## src/rtl/quad_decoder.sv

```systemverilog
// Quadrature encoder front end: two-flop sync, per-channel debounce, Gray-code decode,
// detent accumulation and a one-cycle ce/dir step pulse. Optional err port: QUAD_ERR_EN.
module quad_decoder #(
    parameter int DEBOUNCE = 16,
    parameter int DETENT   = 4
) (
    input  logic clk,
    input  logic rst,
    input  logic a,
    input  logic b,
    output logic ce,
    output logic dir
`ifdef QUAD_ERR_EN
    ,
    output logic err
`endif
);

    localparam int              CW        = (DEBOUNCE > 2) ? $clog2(DEBOUNCE) : 1;
    localparam logic [CW-1:0]   CNT_MAX   = CW'(DEBOUNCE - 1);
    localparam logic [CW-1:0]   CNT_ZERO  = {CW{1'b0}};
    localparam logic [CW-1:0]   CNT_ONE   = CW'(1);
    localparam logic signed [3:0] ACC_POS = 4'(DETENT);
    localparam logic signed [3:0] ACC_NEG = -ACC_POS;

    localparam logic [1:0] STEP_NONE = 2'b00;
    localparam logic [1:0] STEP_FWD  = 2'b01;
    localparam logic [1:0] STEP_REV  = 2'b10;
    localparam logic [1:0] STEP_ILL  = 2'b11;

    // Bit 1 carries channel A, bit 0 channel B throughout.
    logic [1:0]        r_sync1;
    logic [1:0]        r_sync2;
    logic [1:0]        r_db;
    logic [1:0]        r_db_prev;
    logic [CW-1:0]     r_cnt [2];
    logic signed [3:0] r_acc;
    logic              r_ce;
    logic              r_dir;
    logic [1:0]        w_step;
    logic signed [3:0] w_acc_sum;

    function automatic logic [1:0] quad_step(input logic [1:0] prev, input logic [1:0] cur);
        logic [1:0] res;
        case ({prev, cur})
            4'b0010, 4'b1011, 4'b1101, 4'b0100: res = STEP_FWD;
            4'b0001, 4'b0111, 4'b1110, 4'b1000: res = STEP_REV;
            4'b0000, 4'b0101, 4'b1010, 4'b1111: res = STEP_NONE;
            default:                            res = STEP_ILL;
        endcase
        return res;
    endfunction

    // Two-stage synchroniser for the asynchronous pins; idle level is high.
    always_ff @(posedge clk) begin
        if (rst) begin
            r_sync1 <= 2'b11;
            r_sync2 <= 2'b11;
        end else begin
            r_sync1 <= {a, b};
            r_sync2 <= r_sync1;
        end
    end

    // Independent debounce per channel: a new level must persist DEBOUNCE cycles.
    always_ff @(posedge clk) begin
        if (rst) begin
            r_db      <= 2'b11;
            r_db_prev <= 2'b11;
            for (int i = 0; i < 2; i++) begin
                r_cnt[i] <= CNT_ZERO;
            end
        end else begin
            r_db_prev <= r_db;
            for (int i = 0; i < 2; i++) begin
                if (r_sync2[i] == r_db[i]) begin
                    r_cnt[i] <= CNT_ZERO;
                end else if (r_cnt[i] == CNT_MAX) begin
                    r_db[i]  <= r_sync2[i];
                    r_cnt[i] <= CNT_ZERO;
                end else begin
                    r_cnt[i] <= r_cnt[i] + CNT_ONE;
                end
            end
        end
    end

    // Quarter-step decode and the tentative next accumulator value.
    always_comb begin
        w_step    = quad_step(r_db_prev, r_db);
        w_acc_sum = r_acc;
        case (w_step)
            STEP_FWD: w_acc_sum = r_acc + 4'sd1;
            STEP_REV: w_acc_sum = r_acc - 4'sd1;
            default:  w_acc_sum = r_acc;
        endcase
    end

    // Detent accumulator; a full detent either way emits one registered pulse.
    always_ff @(posedge clk) begin
        if (rst) begin
            r_acc <= 4'sd0;
            r_ce  <= 1'b0;
            r_dir <= 1'b0;
        end else if (w_step == STEP_ILL) begin
            r_acc <= 4'sd0;
            r_ce  <= 1'b0;
        end else if (w_acc_sum == ACC_POS) begin
            r_acc <= 4'sd0;
            r_ce  <= 1'b1;
            r_dir <= 1'b0;
        end else if (w_acc_sum == ACC_NEG) begin
            r_acc <= 4'sd0;
            r_ce  <= 1'b1;
            r_dir <= 1'b1;
        end else begin
            r_acc <= w_acc_sum;
            r_ce  <= 1'b0;
        end
    end

    assign ce  = r_ce;
    assign dir = r_dir;

`ifdef QUAD_ERR_EN
    logic r_err;

    // Illegal-transition flag, aligned with the accumulator clear.
    always_ff @(posedge clk) begin
        if (rst) begin
            r_err <= 1'b0;
        end else begin
            r_err <= (w_step == STEP_ILL);
        end
    end

    assign err = r_err;
`endif

endmodule

```

## config.mk

```make
export PLATFORM = sky130hd
export DESIGN_NAME = quad_decoder
export DESIGN_NICKNAME = d
export VERILOG_FILES = /design/src/rtl/quad_decoder.sv
export SDC_FILE = /design/constraint.sdc
export NUM_CORES = 1
export LEC_CHECK = 0
export CAP_MARGIN = 20
export CORE_ASPECT_RATIO = 0.7
export CORE_MARGIN = 2
export CORE_UTILIZATION = 30
export CTS_BUF_LIST = sky130_fd_sc_hd__clkbuf_4 sky130_fd_sc_hd__clkbuf_8
export CTS_CLUSTER_DIAMETER = 60
export DETAILED_ROUTE_END_ITERATION = 10
export SYNTH_ARGS = -nofsm -noshare
export SYNTH_HDL_FRONTEND = slang
export SYNTH_SLANG_ARGS = --single-unit
```

## constraint.sdc

```tcl
create_clock -name clk -period 4.4 [get_ports clk]
set_clock_uncertainty 0.1 [all_clocks]
set_input_delay 0.66 -clock clk [delete_from_list [all_inputs] [get_ports clk]]
set_output_delay 0.66 -clock clk [all_outputs]
set_load 0.005 [all_outputs]
```

==> summary.md <==
| Metric | Value |
|---|---|
| Number of diodes | `0` |
| Critical path type | `reg2reg` |
| Initial antenna violation count | `0` |
| Seq cells post-synth | `22` |
| Largest stage delay, worst path | `between 400 and 500 ps` |
| Leading post-synthesis cells by cell area | `dfxtp_1 (26%), edfxtp_1 (23%), ha_1 (7.1%)` |
| Total gr overflow | `0` |
| Detail Placement HPWL | `1.12 mm` |
| # setup viols final | `0` |
| GRT Resource Usage Total | `around 9%` |
| TritonCTS clock tree | `yes` |
| Vias/cell | `4.13` |
| Final period util | `59.0%` |
| Post-route minimum period | `2600 ps` |
| Final Hold Fails | `0` |
| Sequential area share after synthesis | `between 40% and 50%` |
| Largest net degree at the start of global routing | `14` |
| Final Hold Slack | `315 ps` |
| Port bufs | `5` |
| Post-Synth Adder-Cell Area | `7.08%` |
| Crit-path cells | `o21ai_0 -> o21ai_0 -> ha_1 -> xor2_1 -> ha_1 -> a21oi_2 -> mux2i_1 -> xnor2_1 -> a31oi_1 -> a311oi_2` |
| Dominant cell type by area after synthesis | `dfxtp_1` |
| Setup TNS Final | `0 ps` |
| Maximum root-to-sink buffer count | `2` |
| PD cells | `341 mW/mm^2` |
| CP Max Fanout | `9` |
| Area of the die | `0.00404 mm^2` |
| Syn-to-layout area delta | `18.5%` |
| Unrepaired setup endpoints after global routing | `false` |
| Syn Area/Cell | `around 10 um^2` |
| Most common cell after layout, fill and taps aside | `dfxtp_1` |
| CP Capture Type | `flop` |
| H-tree lvl count | `1` |
| TritonCTS Buffers | `3` |
| Die height | `53.8 um` |
| Synth cell types | `29` |
| Detailed-route DRC error count | `0` |
| PostCTS Resize Cnt | `0` |
| Leak | `0.000525 uW` |
| Final nets | `128` |
| DR pass1 iterations | `3` |
| Worst EP arrival | `2670 ps` |
| CTS Sinks | `22` |
| Syn Std Cell Area | `~0.0011 mm^2` |
| Most frequent cells in the layout | `dfxtp_1 (14), nor2_1 (12), edfxtp_1 (8), conb_1 (8), or2_2 (7)` |
| Largest family of logic cells by synthesized area | `simple AND/OR/NAND/NOR gates` |
| Row cnt | `18` |
| First-pass GRT wire length | `2.76 mm` |
| Die Span X | `75.1 um` |
| Starting Density | `30.8%` |
| Via count | `690` |
| Mapped Cells | `104` |
| Post-CTS setup buffers | `0` |
| Worst VDD drop | `0.202 mV` |
| Clk_lat worst skew | `around 260 ps` |
| Drt total wl | `1.51 mm` |
| IO Count | `6` |
| Fraction of layout cells with a size suffix above 1 | `12.0%` |
| GPL Wtd Cong | `0.759` |
| Class of the worst hold path | `reg2reg` |
| Fraction of synthesized area in multiplexers | `around 2.8%` |
| Critical path's slowest cell | `dfxtp_1` |
| Status | `finished clean` |
| Antenna-violating nets left | `0` |
| Post-DR wirelength/cell | `9.04 um` |
| XOR/XNOR Fraction of Synth Area | `8.25%` |
| Number of DRC markers in iteration 0 | `32` |
| Max-cap violations | `0` |
| Final Power | `429 uW` |
| Final Slew Violations | `0` |
| Core area | `around 0.0034 mm^2` |
| Crit path max-delay family | `compound AO/OA/AOI/OAI gates` |
| Vias in the first global route | `668` |
| Synth top area share | `26.4%` |
| Setup crit start kind | `flop` |
| Root Driver | `clkbuf_8` |
| Simple-gate area share of the yosys netlist | `20.6%` |
| Buf+Inv Stages, Crit Path | `0` |
| Critical Path RT | `4480 ps` |
| Fmax | `around 0.39 GHz` |
| Hold-fix buffers at CTS | `0` |
| Compound-Gate Fraction of Synth Area | `9.08%` |
| Clk slew on worst S/H paths | `80 ps` |
| Ys Warns | `0` |
-- synthesized netlist by cell type (all sizes together) --
cell	count
dfxtp	14
nor2	12
edfxtp	8
or2	7
ha	6
xnor2	6
nor2b	5
inv	4
nand2	4
nand3	4
o21ai	4
xor2	4
a211o	3
mux2i	3
a21oi	2
and3	2
buf	2
nand2b	2
nor3	2
or3	2
a311oi	1
a31oi	1
and2	1
clkbuf	1
conb	1
nor3b	1
o211ai	1
o21a	1
-- registers in the layout, summed over array words and instances, names as in the netlist --
signal / count
r_cnt: 8
dir: 1
r_db: 2
r_sync2: 2
r_acc: 4
r_sync1: 2
r_db_prev: 2
ce: 1
-- through the flow --
step	cell area (um^2)	instances	setup slack, ps	utilization, %
2_1_floorplan	1090	111	2010	-
3_3_place_gp	1190	163	1910	34.4
3_5_place_dp	1190	163	1830	34.4
4_1_cts	1260	167	1790	36.5
5_1_grt	1260	167	1530	36.5
6_report	1260	167	1800	36.5
-- cells by family after synthesis --
group           Yosys count
xor+xnor                 10
flops                    22
buf+inv                   7
other cells               1
mux                       3
compound gates           13
simple gates             42
fa+ha+maj                 6
-- worst register-to-register path, delay by kind of cell, from the launching register on --
kind / cells / cell delay [ps]
AO/OA/AOI/OAI: 5 / 910
adder cells (fa/ha/maj): 2 / 530
flip-flops: 1 / 480
XOR/XNOR: 2 / 270
multiplexers: 1 / 220
-- power by group --
part / internal (uW) / switching [uW]
sequential: 217 / 4.42
combinational: 10.4 / 10.8
clock: 121 / 65.2
-- layer usage --
layer  global-route usage [%]  wire length (um)  vias to the layer above
met3                     4.12                68                        2
met1                     12.0               784                      313
met2                     14.0               645                        8
met4                     2.38                10                        0
li1                         -                 -                      367
met5                        0                 0                        -
-- cell type report --
type                            instances  area [um^2]
Fill cell                             350         2190
Multi-Input combinational cell         82          538
Sequential cell                        22          520
Tap cell                               50         62.6
Timing Repair Buffer                    5         50.0
Clock buffer                            3         41.3
Clock inverter                          1         30.0
Inverter                                4         15.0
-- final timing paths --
kind | slack, ps | cells after the start | to | startpoint
worst max-delay path | 1800 | 10 | dir$_SDFFE_PP0P_ | r_db[0]$_SDFFE_PP1P_
worst min-delay path | 310 | 1 | r_sync2[0]$_SDFF_PP1_ | r_sync1[0]$_SDFF_PP1_
worst max register to register | 1800 | 10 | dir$_SDFFE_PP0P_ | r_db[0]$_SDFFE_PP1P_
worst min register to register | 310 | 1 | r_sync2[0]$_SDFF_PP1_ | r_sync1[0]$_SDFF_PP1_
Power figures use the tool's default switching activity.
